### config.mk
export PLATFORM = sky130hd
export DESIGN_NAME = store_buffer
export DESIGN_NICKNAME = d
export VERILOG_FILES = /design/src/rtl/store_buffer.sv
export SDC_FILE = /design/constraint.sdc
export NUM_CORES = 1
export LEC_CHECK = 0
export ABC_AREA = 1
export CAP_MARGIN = 20
export CORE_AREA = 5 5 215 217
export DETAILED_ROUTE_END_ITERATION = 6
export DIE_AREA = 0 0 220 222
export PLACE_DENSITY_LB_ADDON = 0.25
export SYNTH_ARGS = -nofsm -noshare
export SYNTH_HDL_FRONTEND = slang
export SYNTH_SLANG_ARGS = --single-unit
### constraint.sdc
create_clock -name clk -period 5.25 [get_ports clk]
set_input_delay 0.525 -clock clk [delete_from_list [all_inputs] [get_ports clk]]
set_output_delay 0.525 -clock clk [all_outputs]
set_load 0.02 [all_outputs]
### src/rtl/store_buffer.sv
// rtl/store_buffer.sv - in-order store buffer: allocate, commit, drain to D-cache, forward to loads
module store_buffer #(
    parameter int SB_SIZE   = 4,
    parameter int ROB_IDX_W = 4
) (
    input  logic                     clk,
    input  logic                     reset,
    input  logic                     in_store_valid,
    input  logic [ROB_IDX_W-1:0]     in_store_rob_idx,
    input  logic [31:0]              in_store_addr,
    input  logic [31:0]              in_store_data,
    input  logic                     in_store_byte,
    input  logic                     in_commit,
    input  logic [ROB_IDX_W-1:0]     in_commit_rob_idx,
    input  logic                     in_rob_nuke,
    input  logic                     in_drain_ready,
    output logic                     out_drain_valid,
    output logic [31:0]              out_drain_addr,
    output logic [31:0]              out_drain_data,
    output logic                     out_drain_byte,
    input  logic                     in_load_valid,
    input  logic [31:0]              in_load_addr,
    input  logic                     in_load_byte,
    output logic                     out_fwd_hit,
    output logic [31:0]              out_fwd_data,
    output logic                     out_fwd_stall,
    output logic                     out_full,
    output logic                     out_empty,
    output logic [$clog2(SB_SIZE):0] out_count
);
    localparam int PTR_W = $clog2(SB_SIZE);
    localparam int CNT_W = PTR_W + 1;
    localparam logic [PTR_W-1:0] PTR_ONE  = PTR_W'(1);
    localparam logic [CNT_W-1:0] CNT_ONE  = CNT_W'(1);
    localparam logic [CNT_W-1:0] CNT_FULL = CNT_W'(SB_SIZE);

    logic [SB_SIZE-1:0]   ent_valid;
    logic [SB_SIZE-1:0]   ent_committed;
    logic [SB_SIZE-1:0]   ent_byte;
    logic [ROB_IDX_W-1:0] ent_rob  [SB_SIZE];
    logic [31:0]          ent_addr [SB_SIZE];
    logic [31:0]          ent_data [SB_SIZE];
    logic [PTR_W-1:0]     head;
    logic [PTR_W-1:0]     tail;
    logic [CNT_W-1:0]     count;

    logic                 alloc;
    logic                 drain_fire;
    logic [SB_SIZE-1:0]   valid_nx;
    logic [SB_SIZE-1:0]   committed_nx;
    logic [PTR_W-1:0]     head_nx;
    logic [PTR_W-1:0]     tail_nx;
    logic [CNT_W-1:0]     count_nx;
    logic [CNT_W-1:0]     n_committed;
    logic [PTR_W-1:0]     scan_idx;
    logic [7:0]           sel_byte;

    assign out_count       = count;
    assign out_full        = (count == CNT_FULL);
    assign out_empty       = (count == '0);
    // Payload is not reset, so the drain bus is gated to read zero unless an entry is offered.
    assign out_drain_valid = ent_valid[head] & ent_committed[head];
    assign out_drain_addr  = out_drain_valid ? ent_addr[head] : 32'h0;
    assign out_drain_data  = out_drain_valid ? ent_data[head] : 32'h0;
    assign out_drain_byte  = out_drain_valid & ent_byte[head];

    assign alloc      = in_store_valid & ~out_full & ~in_rob_nuke;
    assign drain_fire = out_drain_valid & in_drain_ready;

    always_comb begin
        valid_nx     = ent_valid;
        committed_nx = ent_committed;
        head_nx      = head;
        tail_nx      = tail;
        count_nx     = count;
        n_committed  = '0;
        for (int i = 0; i < SB_SIZE; i++) begin
            if (in_commit && ent_valid[i] && !ent_committed[i] && ent_rob[i] == in_commit_rob_idx)
                committed_nx[i] = 1'b1;
        end
        if (drain_fire) begin
            valid_nx[head]     = 1'b0;
            committed_nx[head] = 1'b0;
            head_nx            = head + PTR_ONE;
        end
        for (int i = 0; i < SB_SIZE; i++) begin
            if (valid_nx[i] && committed_nx[i])
                n_committed = n_committed + CNT_ONE;
        end
        // Committed entries are contiguous from head, so a nuke just pulls tail back behind them.
        if (in_rob_nuke) begin
            valid_nx = valid_nx & committed_nx;
            tail_nx  = head_nx + n_committed[PTR_W-1:0];
            count_nx = n_committed;
        end else begin
            if (alloc) begin
                valid_nx[tail]     = 1'b1;
                committed_nx[tail] = 1'b0;
                tail_nx            = tail + PTR_ONE;
            end
            case ({alloc, drain_fire})
                2'b10:   count_nx = count + CNT_ONE;
                2'b01:   count_nx = count - CNT_ONE;
                default: count_nx = count;
            endcase
        end
    end

    always_ff @(posedge clk or negedge reset) begin
        if (!reset) begin
            ent_valid     <= '0;
            ent_committed <= '0;
            head          <= '0;
            tail          <= '0;
            count         <= '0;
        end else begin
            ent_valid     <= valid_nx;
            ent_committed <= committed_nx;
            head          <= head_nx;
            tail          <= tail_nx;
            count         <= count_nx;
        end
    end

    always_ff @(posedge clk) begin
        if (alloc) begin
            ent_rob[tail]  <= in_store_rob_idx;
            ent_addr[tail] <= in_store_addr;
            ent_data[tail] <= in_store_data;
            ent_byte[tail] <= in_store_byte;
        end
    end

    // Walk oldest to youngest so the youngest overlapping store has the final say.
    always_comb begin
        out_fwd_hit   = 1'b0;
        out_fwd_stall = 1'b0;
        out_fwd_data  = 32'h0;
        scan_idx      = head;
        sel_byte      = 8'h0;
        for (int k = 0; k < SB_SIZE; k++) begin
            scan_idx = head + PTR_W'(k);
            if (in_load_valid && ent_valid[scan_idx]
                && ent_addr[scan_idx][31:2] == in_load_addr[31:2]
                && !(ent_byte[scan_idx] && in_load_byte
                     && ent_addr[scan_idx][1:0] != in_load_addr[1:0])) begin
                if (!ent_byte[scan_idx]) begin
                    sel_byte      = ent_data[scan_idx][{in_load_addr[1:0], 3'b000} +: 8];
                    out_fwd_hit   = 1'b1;
                    out_fwd_stall = 1'b0;
                    out_fwd_data  = in_load_byte ? {{24{sel_byte[7]}}, sel_byte} : ent_data[scan_idx];
                end else if (in_load_byte) begin
                    sel_byte      = ent_data[scan_idx][7:0];
                    out_fwd_hit   = 1'b1;
                    out_fwd_stall = 1'b0;
                    out_fwd_data  = {{24{sel_byte[7]}}, sel_byte};
                end else begin
                    out_fwd_hit   = 1'b0;
                    out_fwd_stall = 1'b1;
                    out_fwd_data  = 32'h0;
                end
            end
        end
    end
endmodule

==> results.md <==
- Status: finished, final reports clean
- DR vias: 23090
- Reg-to-reg endpoint: tail[1]
- Crit Path Max Fanout: 81
- R2R setup slack: 1.10 ns
- Top sig layer: met5
- Yosys reg bits: 291
- Skew-Pair Late Insertion Delay: 0.56 ns
- Core Area: 0.0439 sq mm
- Die height: 222 um
- GRT Util Overall: 0.341
- Clock root cell: clkbuf_16
- First-pass iteration count of the detailed router: 6
- Count of cell types in the netlist: 44
- Minimum clock period: 5.11 ns
- Antenna cells: 0
- First-pass GRT wire length: 128 mm
- Pwr Density: 652 mW/mm^2
- Met3 routed WL: 9.86 mm
- Largest net degree at the start of global routing: 177
- Routed length on met1: 36.6 mm
- Top post-synthesis cells by area: edfxtp_1 38%, nand2_1 21%, nand3_1 8.1%
- H-tree depth: 2
- Non-filler cells, final: 3880
- # IOs: 218
- Leading area contributor after synthesis: edfxtp_1
- Required @ worst endpoint: 4.72 ns
- Most frequent cells in the layout: 1200 x nand2_1, 349 x nand3_1, 339 x o21ai_0
- Clock-pin slew on the worst setup and hold paths: 0.06 ns
- Syn Area/Cell: 6.89 sq um
- Worst Path Class, Setup: reg -> out
- F_max: 196 MHz
- Share of cells above drive strength 1: 0.0474
- Area share of the largest cell type after synthesis: 0.382
- Post-synth ARST share: 0.0515
- CTS max path bufs: 3
- Fin crit share: 0.973
- Max-cap violation count: 0
- Post-synth net total: 3273
- Starting Density: 0.493
- Die X: 220 um
- Residual DRC count: 0
- Slew Viols, Final: 0
- Post-Route WL: 86.8 mm
- Netlist Area Pre-Place: 0.0217 sq mm
- Relative slew slack: 0.311
- TritonCTS clock tree: yes
- Final hold violation count: 0
- GRT overflow: 0
- Total CTS buffers: 36
- R2r startpoint: head[0]
- Pleak: 10.9 nW
- CP startpoint: head[0]
- Drt via density: 5.95
- Critical path endpoint category: primary output
- Dpl cells: 3813
- Crit path top cell by count: nand2_1
- Worst-Margin Slew: 1.02 ns
- Sequential fraction of the synthesis area: 0.400
- Full die area: 0.0488 sq mm
- Setup Skew: 0.0232 ns
- Final Setup Violations: 0
- Commonest non-fill, non-tap cell in the layout: nand2_1
- Max stage delay on crit path: 0.61 ns
- Worst vdd ir: 0.000769 V
- Synthesis-to-layout area growth: 17.5%
- Gpl congestion: 1.01
- Number of global-route vias before repair: 21246
- CP startpoint kind: register
- Critical path arrival: 4.58 ns
- DR iter-0 viols: 3052
- Critical Path, Cell by Cell: buf_12 -> buf_8 -> nand2_1 -> nand3_1 -> nand2_1 -> xor2_1 -> nor3_1 -> nand3_1 -> nor2_4 -> buf_4 -> nand2_1 -> nand2_1 -> nand2_1 -> nand2_1 -> clkdlybuf4s50_1
- CP max-delay cell: nor3_1
- Most used flip-flop cell after synthesis: edfxtp_1
- Met2 wire len: 38.0 mm
- Total negative slack: 0 ns
- DR WL/cell: 22.4 um
- R2r worst-path depth: 22
- # nets final: 3388
- Row count: 77
- Final Core Density: 0.579
- RSZ-0062 raised after global routing: no
- Antenna violations before repair: 3
- # port buffers: 217
- Number of synthesized flops with an enable pin: 276
- Gate Count Post-Synth: 3147
- Yosys warning count: 0
- Post-DP HPWL: 62.0 mm
- Hold Crit Class: in -> async
- Sink Count: 291
- Power, Total: 16.6 mW
- Post-DRT Antenna Nets: 0
[critical path, delay by kind of cell (launching register included)]
kind / cells / cell delay, ns
buf+inv: 4 / 1.64
xor+xnor: 1 / 0.16
flops: 1 / 0.45
simple gates: 10 / 1.77
[synth_stat cells (all sizes together), types with 10 or more instances]
master	instances
nor3	32
o211ai	13
xor2	32
nand2	1201
a21oi	108
clkbuf	66
edfxtp	276
dfrtp	15
nor2	234
nand3	349
xnor2	10
o21ai	402
o22ai	14
inv	155
o21a	11
and2	11
o311ai	21
buf	133
ha	12
or2	22
[state kept, by name, summed over array words and instances, names as in the netlist]
name / flops
ent_addr: 128
ent_data: 128
ent_rob: 16
ent_byte: 4
ent_committed: 4
ent_valid: 4
out_count: 3
head: 2
tail: 2
[power breakdown]
part / internal [mW] / switching (mW)
Combinational: 3.14 / 7.89
Clock: 1.62 / 0.995
Sequential: 2.83 / 0.126
Total: 7.58 / 9.01
[cell families after synthesis]
family                     count (synthesis)  share of synthesized area
AOI/OAI and AO/OA                        584                      0.145
xor gates and xnor gates                  42                     0.0170
adders and majority gates                 13                    0.00785
buffers and inverters                    355                     0.0786
DFF                                      291                      0.400
muxes                                      3                    0.00139
and+or+nand+nor                         1859                      0.350
[repair_timing]
item,CTS,global route
gates resized for setup,0,15
setup endpoints to repair,0,34
hold buffers,0,0
buffers inserted,0,2
[worst max-delay path by stage]
| stage | slack (ns) | depth (start not counted) | to |
|---|---|---|---|
| after detailed placement | 0.60 | 19 | out_fwd_data[22] |
| final | 0.14 | 15 | out_fwd_hit |
| after global placement | 0.65 | 19 | out_fwd_data[22] |
| after CTS | 0.03 | 19 | out_fwd_data[22] |
| after global routing | 0.01 | 18 | out_fwd_data[9] |
| after floorplan | 0.74 | 8 | ent_valid[1] |
[layer usage]
layer,up-vias,global-route usage
li1,10762,-
met1,10820,0.498
met2,1354,0.525
met3,148,0.0681
met4,6,0.0795
met5,-,0
[metrics by stage]
| stage | instance area (sq um) | hold WS, ns | setup slack, ns |
|---|---|---|---|
| 4_1_cts | 25300 | 0.421 | 0.0271 |
| 3_3_place_gp | 24100 | 0.525 | 0.648 |
| 2_1_floorplan | 21700 | 0.229 | 0.743 |
| 3_5_place_dp | 24100 | 0.554 | 0.604 |
| 5_1_grt | 25500 | 0.463 | 0.0103 |
| 6_report | 25500 | 0.425 | 0.142 |
[layout make-up]
type / instances / area, sq um
flip-flops and latches: 291 / 8670
inverters: 156 / 596
multi-input cells: 2501 / 11400
repair buffers: 276 / 2840
fillers: 4140 / 18500
clock inverters: 23 / 284
well taps: 592 / 741
clock buffers: 41 / 962
(Power assumes the default switching activity.)
